--- config.mk ---
export PLATFORM = sky130hd
export DESIGN_NAME = led_fader
export DESIGN_NICKNAME = d
export VERILOG_FILES = /design/src/rtl/led_fader.sv
export SDC_FILE = /design/constraint.sdc
export NUM_CORES = 1
export LEC_CHECK = 0
export ABC_AREA = 1
export CAP_MARGIN = 25
export CORE_UTILIZATION = 60
export DETAILED_ROUTE_END_ITERATION = 16
export GPL_TIMING_DRIVEN = 1
export PLACE_DENSITY = 0.81
export SLEW_MARGIN = 5
export SYNTH_ARGS = -nofsm -noshare
export SYNTH_HDL_FRONTEND = slang
export SYNTH_SLANG_ARGS = --single-unit
--- constraint.sdc ---
create_clock -name clk_i -period 2.4 [get_ports clk_i]
set_input_delay 0.48 -clock clk_i [delete_from_list [all_inputs] [get_ports clk_i]]
set_output_delay 0.48 -clock clk_i [all_outputs]
set_load 0.02 [all_outputs]
--- src/rtl/led_fader.sv ---
// led_fader: turns level edges into linear brightness ramps driving a PWM LED pin; level_i -> busy_o takes 2 cycles, no backpressure.
// Define LED_FADER_GAMMA_EN to load PWM duty from a squared (gamma) brightness curve.
module led_fader #(
    parameter int PWM_BITS = 8,
    parameter int STEP_DIV = 49_000
) (
    input  logic                clk_i,
    input  logic                rst_n_i,
    input  logic                level_i,
    output logic                pwm_o,
    output logic [PWM_BITS-1:0] bright_o,
    output logic                busy_o
);
    localparam logic [PWM_BITS-1:0] MAX       = {PWM_BITS{1'b1}};
    localparam int                  SW        = (STEP_DIV > 1) ? $clog2(STEP_DIV) : 1;
    localparam logic [SW-1:0]       STEP_LAST = SW'(STEP_DIV - 1);

    typedef enum logic [1:0] {S_OFF, S_UP, S_ON, S_DOWN} state_t;

    state_t              state_q, state_d;
    logic                level_q;
    logic [PWM_BITS-1:0] bright_q, bright_d;
    logic [SW-1:0]       step_cnt_q, step_cnt_d;
    logic [PWM_BITS-1:0] pwm_cnt_q;
    logic [PWM_BITS-1:0] duty_q;
    logic [PWM_BITS-1:0] duty_src;
    logic                pwm_q;
    logic                tick;
    logic                ramping;

    assign ramping = (state_q == S_UP) || (state_q == S_DOWN);
    assign tick    = (step_cnt_q == STEP_LAST);

    always_comb begin
        state_d  = state_q;
        bright_d = bright_q;
        case (state_q)
            S_OFF: begin
                if (level_q) state_d = S_UP;
            end
            S_UP: begin
                // Saturating step: a DOWN->UP reversal at MAX must not wrap.
                if (tick) bright_d = (bright_q == MAX) ? MAX : bright_q + 1'b1;
                if (tick && (bright_d == MAX)) state_d = S_ON;
                else if (!level_q)             state_d = S_DOWN;
            end
            S_ON: begin
                if (!level_q) state_d = S_DOWN;
            end
            S_DOWN: begin
                if (tick) bright_d = (bright_q == '0) ? '0 : bright_q - 1'b1;
                if (tick && (bright_d == '0)) state_d = S_OFF;
                else if (level_q)             state_d = S_UP;
            end
            default: state_d = S_OFF;
        endcase
    end

    always_comb begin
        if ((state_d != state_q) || !ramping || tick) step_cnt_d = '0;
        else                                          step_cnt_d = step_cnt_q + 1'b1;
    end

`ifdef LED_FADER_GAMMA_EN
    logic [2*PWM_BITS-1:0] bright_sq;
    assign bright_sq = (2*PWM_BITS)'(bright_q) * (2*PWM_BITS)'(bright_q);
    assign duty_src  = (bright_q == MAX) ? MAX : bright_sq[2*PWM_BITS-1:PWM_BITS];
`else
    assign duty_src  = bright_q;
`endif

    always_ff @(posedge clk_i) begin
        if (!rst_n_i) begin
            level_q    <= 1'b0;
            state_q    <= S_OFF;
            bright_q   <= '0;
            step_cnt_q <= '0;
            pwm_cnt_q  <= '0;
            duty_q     <= '0;
            pwm_q      <= 1'b0;
        end else begin
            level_q    <= level_i;
            state_q    <= state_d;
            bright_q   <= bright_d;
            step_cnt_q <= step_cnt_d;
            pwm_cnt_q  <= pwm_cnt_q + 1'b1;
            // Duty only moves at the period boundary so a period is never split.
            if (pwm_cnt_q == MAX) duty_q <= duty_src;
            pwm_q      <= (duty_q == MAX) || (pwm_cnt_q < duty_q);
        end
    end

    assign pwm_o    = pwm_q;
    assign bright_o = bright_q;
    assign busy_o   = ramping;

endmodule

# Word level (Yosys, flattened, before mapping)
# Index checks and enable logic that the tools add are counted.
# op_classes
add_sub_neg	4
order_cmp	1
eq_ne	9
n_mux	12
bitwise	1
reduce_logical	12
# op_table
op	count
$mux 8	6
$eq 8x8->1 const B	4
$add 16x1->16 const B	1
$add 8x1->8 const B	2
$eq 16x16->1 const B	1
$logic_not 8->1	2
$pmux 8 s2	1
$lt 8x8->1	1
$mux 2	4
$pmux 2 s4	1
$sub 8x1->8 const B	1
$eq 2x2->1 const B	2
$logic_or 1x1->1	4
$eq 2x1->1 const B	1
$logic_and 1x1->1	2
$logic_not 2->1	1
$ne 2x2->1	1
$reduce_bool 2->1	1
$reduce_or 2->1	1
$logic_not 1->1	1
$not 1->1	1
# totals
register_bits	44
input_bits	3
output_inout_bits	10
wordCells	46

# Longest topological paths before layout
# logic_depth
depth_word	12
ltp_mapped	18
mapped_depth_nobuf	16

# Worst setup path before layout
# OpenSTA, ideal clock, no wires.
# synth_timing
kind	flip-flop to flip-flop
startpoint	register bright_q[0] (netlist: bright_o[0])
endpoint	register step_cnt_q[6]
setup_ns	0.117
arrival_time_ns	1.937
required_time_ns	2.283
path_slack_ns	0.346
stages_incl_launch_ff	18
synth_period_minus_slack_ns	2.054
cell_sequence	dfxtp_1 -> inv_1 -> buf_2 -> ha_1 -> nand2_1 -> nor2_2 -> inv_1 -> nand3_1 -> nor2_1 -> nor2_1 -> nand2_1 -> nor2_1 -> nand2_1 -> nand2_1 -> nand2_2 -> nand3_4 -> buf_12 -> nor2_2
# synth_via
elab_chain_len	12
# synth_rtl
item	line	text
start, declared	22	logic [PWM_BITS-1:0] bright_q, bright_d;
start signal, assigned	84	bright_q <= bright_d;
$add 8x1->8, or another cell as far along	43	if (tick) bright_d = (bright_q == MAX) ? MAX : bright_q + 1'b1;
$mux 8, on equally long branches (2 in a row)	43, 51	
$mux 8	37	case (state_q)
$eq 8x8->1 / $logic_not 8->1 (equally long branches)	44, 52	
$logic_and 1x1->1, on equally long branches	44, 52	
$mux 2, on equally long branches	44, 52	
$pmux 2 s4 *	37	
$ne 2x2->1 *	60	if ((state_d != state_q) || !ramping || tick) step_cnt_d = '0;
$logic_or 1x1->1 * (2 in a row)	60	
$reduce_or 2->1 (no source line) *	n/a	
end signal, assigned	85	step_cnt_q <= step_cnt_d;
end, declared	23	logic [SW-1:0] step_cnt_q, step_cnt_d;
# Every way passes the cells marked *; elsewhere a longest branch is shown, timed or not. The select of a mux whose other input is x is not followed.
# A chain may end at the register's enable or synchronous reset.

# Worst setup path after layout
# layout_timing
startpoint	register step_cnt_q[0]
endpoint	register step_cnt_q[1]
# layout_via
elab_chain_len	11
# layout_rtl
item	line	text
$eq 16x16->1	32	assign tick = (step_cnt_q == STEP_LAST);
$mux 8, on equally long branches	43, 51	
$mux 8	37	
$eq 8x8->1 / $logic_not 8->1 (equally long branches)	44, 52	
$logic_and 1x1->1, on equally long branches	44, 52	
$mux 2, on equally long branches	44, 52	
$pmux 2 s4	37	
$ne 2x2->1	60	
$logic_or 1x1->1 (2 in a row)	60	
$reduce_or 2->1 (no source line)	n/a	
# Parallel ways exist; a longest one is shown, timed or not. The select of a mux whose other input is x is not followed.

==> flow_summary.html <==
<table>
<tr><th>Metric</th><th>Value</th></tr>
<tr><th colspan="2">Finish</th></tr>
<tr><td>Footprint of the multi-input gates</td><td>1650 µm²</td></tr>
<tr><td>Final Util</td><td>70.1%</td></tr>
<tr><td>Number of nets in the finished design</td><td>478</td></tr>
<tr><td>Fraction of layout cells with a size suffix above 1</td><td>9.94%</td></tr>
<tr><td>Synth-to-layout area growth</td><td>9.67%</td></tr>
<tr><td>Highest-count cells in the layout ignoring fill and taps</td><td>sky130_fd_sc_hd__nand2_1, sky130_fd_sc_hd__nor2_1, sky130_fd_sc_hd__inv_1</td></tr>
<tr><td>Fill cell instance count of the final layout</td><td>405</td></tr>
<tr><td>Area taken by flip-flops and latches</td><td>885 µm²</td></tr>
<tr><td>Antenna diode count</td><td>0</td></tr>
<tr><td>Most common cell after layout, fill and taps aside</td><td>sky130_fd_sc_hd__nand2_1</td></tr>
<tr><th colspan="2">Synth</th></tr>
<tr><td>Sequential fraction of the synthesis area</td><td>30.8%</td></tr>
<tr><td>Number of nets produced by synthesis</td><td>462</td></tr>
<tr><td>Main combinational cell family by area after synthesis</td><td>simple AND/OR/NAND/NOR gates</td></tr>
<tr><td>Count of state elements after synthesis</td><td>44</td></tr>
<tr><td>Prevailing post-synth register cell</td><td>sky130_fd_sc_hd__dfxtp_1</td></tr>
<tr><td>Number of enable-type register cells in the synthesized netlist</td><td>0</td></tr>
<tr><td>Xor/xnor cell area share of the yosys netlist</td><td>3.98%</td></tr>
<tr><td>Arithmetic-cell share of the synthesized area counting full adders, half adders and majority gates</td><td>5.25%</td></tr>
<tr><td>Gate Count Post-Synth</td><td>447</td></tr>
<tr><td>Cell area after synthesis</td><td>2860 µm²</td></tr>
<tr><td>Proportion of synthesized area in mux cells</td><td>0%</td></tr>
<tr><td>YS warnings</td><td>0</td></tr>
<tr><td>Share of synthesized cell area in and, or, nand and nor gates</td><td>35.9%</td></tr>
<tr><td>Library cells used by synthesis</td><td>32</td></tr>
<tr><td>Async S/R FF share, synth</td><td>0%</td></tr>
<tr><td>Complex-gate fraction of the synthesized area</td><td>12.2%</td></tr>
<tr><td>Mean Syn Cell Area</td><td>6.40 µm²</td></tr>
<tr><th colspan="2">Timing</th></tr>
<tr><td>Slew @ Worst Pin</td><td>0.498 ns</td></tr>
<tr><td>Worst max-slew margin expressed relative to the limit</td><td>66.6%</td></tr>
<tr><td>Time the final worst path needs with I/O delays and setup</td><td>2.23 ns</td></tr>
<tr><td>Part of the cycle the worst path needs</td><td>92.9%</td></tr>
<tr><td>Final count of pins violating max slew</td><td>0</td></tr>
<tr><td>Final hold violation count</td><td>0</td></tr>
<tr><td>Layout Skew</td><td>0.00890 ns</td></tr>
<tr><td>FMAX</td><td>449 MHz</td></tr>
<tr><td>Worst hold-check slack</td><td>0.455 ns</td></tr>
<tr><td>Final setup viols</td><td>0</td></tr>
<tr><th colspan="2">Global routing</th></tr>
<tr><td>First-pass GRT wire length</td><td>10.9 mm</td></tr>
<tr><td>Total gr overflow</td><td>0</td></tr>
<tr><td>Vias in the first global route</td><td>2453</td></tr>
<tr><td>GRT Total Usage</td><td>27.5%</td></tr>
<tr><td>Antenna violations before repair</td><td>0</td></tr>
<tr><td>Pin count of the biggest net entering global routing</td><td>18</td></tr>
<tr><th colspan="2">Die</th></tr>
<tr><td>Die extent in x</td><td>71.0 µm</td></tr>
<tr><td>Die Ht</td><td>71.0 µm</td></tr>
<tr><td>Number of top-level pins</td><td>13</td></tr>
<tr><td>Core ar.</td><td>4470 µm²</td></tr>
<tr><td>Starting Density</td><td>63.9%</td></tr>
<tr><td>Area enclosed by the die boundary</td><td>5050 µm²</td></tr>
<tr><td>Number of placement rows</td><td>24</td></tr>
<tr><th colspan="2">Critical path</th></tr>
<tr><td>Worst reg2reg startpoint</td><td>step_cnt_q[0]$_SDFF_PP0_</td></tr>
<tr><td>Max FO, Critical Path</td><td>16</td></tr>
<tr><td>Kind of start point of the critical path</td><td>flop</td></tr>
<tr><td>Data arrival, critical path</td><td>2.45 ns</td></tr>
<tr><td>Crit. Startpoint</td><td>step_cnt_q[0]$_SDFF_PP0_</td></tr>
<tr><td>Worst path cell trace</td><td>ha_1 &gt; nand3_1 &gt; inv_1 &gt; nand2_1 &gt; nor2_4 &gt; buf_12 &gt; o21ai_0 &gt; nor2_1 &gt; nand2_1 &gt; nand2_1 &gt; nand2_2 &gt; nand3_4 &gt; nor2_1</td></tr>
<tr><td>Length in cells of the worst reg-to-reg path</td><td>13</td></tr>
<tr><td>Worst path most repeated cell</td><td>sky130_fd_sc_hd__nand2_1</td></tr>
<tr><td>Highest-delay cell along the critical path</td><td>sky130_fd_sc_hd__o21ai_0</td></tr>
<tr><td>Cell depth of the worst setup path</td><td>13</td></tr>
<tr><td>CP Capture Point</td><td>step_cnt_q[1]$_SDFF_PP0_</td></tr>
<tr><td>Req. time, crit path</td><td>2.62 ns</td></tr>
<tr><td>Crit path capture type</td><td>flop</td></tr>
<tr><td>Family with the most delay on the worst path</td><td>simple AND/OR/NAND/NOR gates</td></tr>
<tr><td>Number of buffers and inverters on the critical path</td><td>2</td></tr>
<tr><td>Worst reg-to-reg setup slack</td><td>0.17 ns</td></tr>
<tr><td>Capture point of the worst reg-to-reg path</td><td>step_cnt_q[1]$_SDFF_PP0_</td></tr>
<tr><td>Critical path class</td><td>reg2reg</td></tr>
<tr><td>Stage delay of the slowest cell on the critical path</td><td>0.37 ns</td></tr>
<tr><th colspan="2">Drt</th></tr>
<tr><td>Antenna-violating nets left</td><td>0</td></tr>
<tr><td>Routed wire per std cell</td><td>12.8 µm</td></tr>
<tr><td>DRT Pass-1 Iters</td><td>5</td></tr>
<tr><td>Post-DR vias/cell</td><td>5.53</td></tr>
<tr><td>Number of design rule violations left after detail routing</td><td>0</td></tr>
<tr><td>Total number of vias</td><td>2848</td></tr>
<tr><td>Total routed wirelength</td><td>6.61 mm</td></tr>
<tr><td>Initial drt markers</td><td>232</td></tr>
<tr><th colspan="2">Status</th></tr>
<tr><td>Run status</td><td>finished clean</td></tr>
<tr><th colspan="2">Pwr</th></tr>
<tr><td>Peak VDD IR</td><td>0.000282 V</td></tr>
<tr><td>Overall power consumption</td><td>1.33 mW</td></tr>
<tr><td>Leakage dissipation</td><td>1.30 nW</td></tr>
<tr><td>Cell area power density</td><td>424 nW/µm²</td></tr>
<tr><th colspan="2">Clock network</th></tr>
<tr><td>Depth of the CTS H-tree</td><td>2</td></tr>
<tr><td>Num CTS Buffers</td><td>5</td></tr>
<tr><td>Source-to-sink clock delay at the later pin of the worst-skew pair</td><td>0.30 ns</td></tr>
<tr><td>Worst-path clk slew</td><td>0.08 ns</td></tr>
<tr><td>Clock root buffer master</td><td>sky130_fd_sc_hd__clkbuf_8</td></tr>
<tr><td>Maximum buffer depth of the clock tree</td><td>2</td></tr>
<tr><td>Total number of clock tree sinks</td><td>44</td></tr>
<tr><td>CTS tree</td><td>built</td></tr>
<tr><th colspan="2">Placement</th></tr>
<tr><td>IO buf count</td><td>12</td></tr>
<tr><td>Total half-perimeter wirelength after legalization and detailed placement</td><td>4.92 mm</td></tr>
<tr><td>Routability congestion estimate from global placement</td><td>0.993</td></tr>
<tr><th colspan="2">Worst hold path</th></tr>
<tr><td>Tightest Hold Check Type</td><td>reg2reg</td></tr>
<tr><th colspan="2">Flow run</th></tr>
<tr><td>MaxCap Viol Count</td><td>0</td></tr>
</table>
==> per-layer routing <==
layer	part of all wire, %	wire length (µm)	GRT usage, %	vias to the layer above
met5	0	0	0	-
met4	2.7	178	11.6	0
met3	6.8	447	4.27	20
met2	46	3040	45.5	133
met1	45	2940	35.7	1247
li1	-	-	-	1448
==> state kept, by name (all words and copies together), names as in the netlist <==
signal and count:
state_q 2, duty_q 8, step_cnt_q 16, level_q 1
pwm_o 1, bright_o 8, pwm_cnt_q 8
==> synthesized netlist by cell type, types with 4 or more instances <==
cell type / count / area, µm²
sky130_fd_sc_hd__nand3_1: 27 / 135
sky130_fd_sc_hd__buf_2: 4 / 20.0
sky130_fd_sc_hd__nand2_2: 5 / 31.3
sky130_fd_sc_hd__dfxtp_1: 44 / 881
sky130_fd_sc_hd__xor2_1: 9 / 78.8
sky130_fd_sc_hd__a31oi_1: 6 / 37.5
sky130_fd_sc_hd__nand2_1: 99 / 372
sky130_fd_sc_hd__clkbuf_1: 5 / 18.8
sky130_fd_sc_hd__o21ai_0: 22 / 110
sky130_fd_sc_hd__inv_1: 63 / 236
sky130_fd_sc_hd__nor2_2: 14 / 87.6
sky130_fd_sc_hd__nor2_1: 74 / 278
sky130_fd_sc_hd__ha_1: 12 / 150
sky130_fd_sc_hd__xnor2_1: 4 / 35.0
sky130_fd_sc_hd__nand4_1: 9 / 56.3
sky130_fd_sc_hd__a21oi_1: 24 / 120
==> stage by stage <==
| stage | instance area [µm²] | TNS [ns] | std cells | setup WS [ns] |
|---|---|---|---|---|
| after detailed placement | 3030 | 0 | 507 | 0.160 |
| after CTS | 3110 | 0 | 514 | 0.137 |
| after floorplan | 2860 | 0 | 447 | 0.346 |
| after global placement | 3030 | 0 | 507 | 0.204 |
| final | 3140 | 0 | 515 | 0.171 |
| after global routing | 3140 | -0.0121 | 515 | -0.0118 |
==> worst min-delay path by stage <==
stage | startpoint | end | slack (ns) | depth (start not counted)
4_1_cts | step_cnt_q[0]$_SDFF_PP0_ | step_cnt_q[0]$_SDFF_PP0_ | 0.46 | 1
3_3_place_gp | step_cnt_q[0]$_SDFF_PP0_ | step_cnt_q[0]$_SDFF_PP0_ | 0.43 | 1
3_5_place_dp | step_cnt_q[0]$_SDFF_PP0_ | step_cnt_q[0]$_SDFF_PP0_ | 0.44 | 1
2_1_floorplan | step_cnt_q[0]$_SDFF_PP0_ | step_cnt_q[0]$_SDFF_PP0_ | 0.42 | 1
6_report | step_cnt_q[0]$_SDFF_PP0_ | step_cnt_q[0]$_SDFF_PP0_ | 0.45 | 1
5_1_grt | step_cnt_q[0]$_SDFF_PP0_ | step_cnt_q[0]$_SDFF_PP0_ | 0.49 | 1
==> cell type report <==
type / instances / share of cell area (%)
timing repair buffer: 23 / 6.86
clock buffer: 5 / 2.19
sequential: 44 / 28.2
tap: 52 / 2.07
inverter: 65 / 7.78
clock inverter: 2 / 0.399
multi-input combinational: 324 / 52.5
==> timing repair <==
item,in CTS,in global routing
endpoints found under the setup margin,0,16
hold buffers,0,0
gates resized for setup,0,5
buffers inserted,0,1
==> kinds of logic after synthesis <==
| family | after synthesis |
|---|---|
| DFF | 44 |
| buffers and inverters | 79 |
| xor gates and xnor gates | 13 |
| AOI/OAI and AO/OA | 63 |
| and+or+nand+nor | 236 |
| adders and majority gates | 12 |
==> power by group <==
part           internal (mW)  total, mW  leakage (nW)  switching, mW
clock network          0.197      0.452        0.0400          0.255
logic                 0.0431      0.121         0.903         0.0781
registers              0.743      0.757         0.357         0.0142
Power figures use the tool's default switching activity.
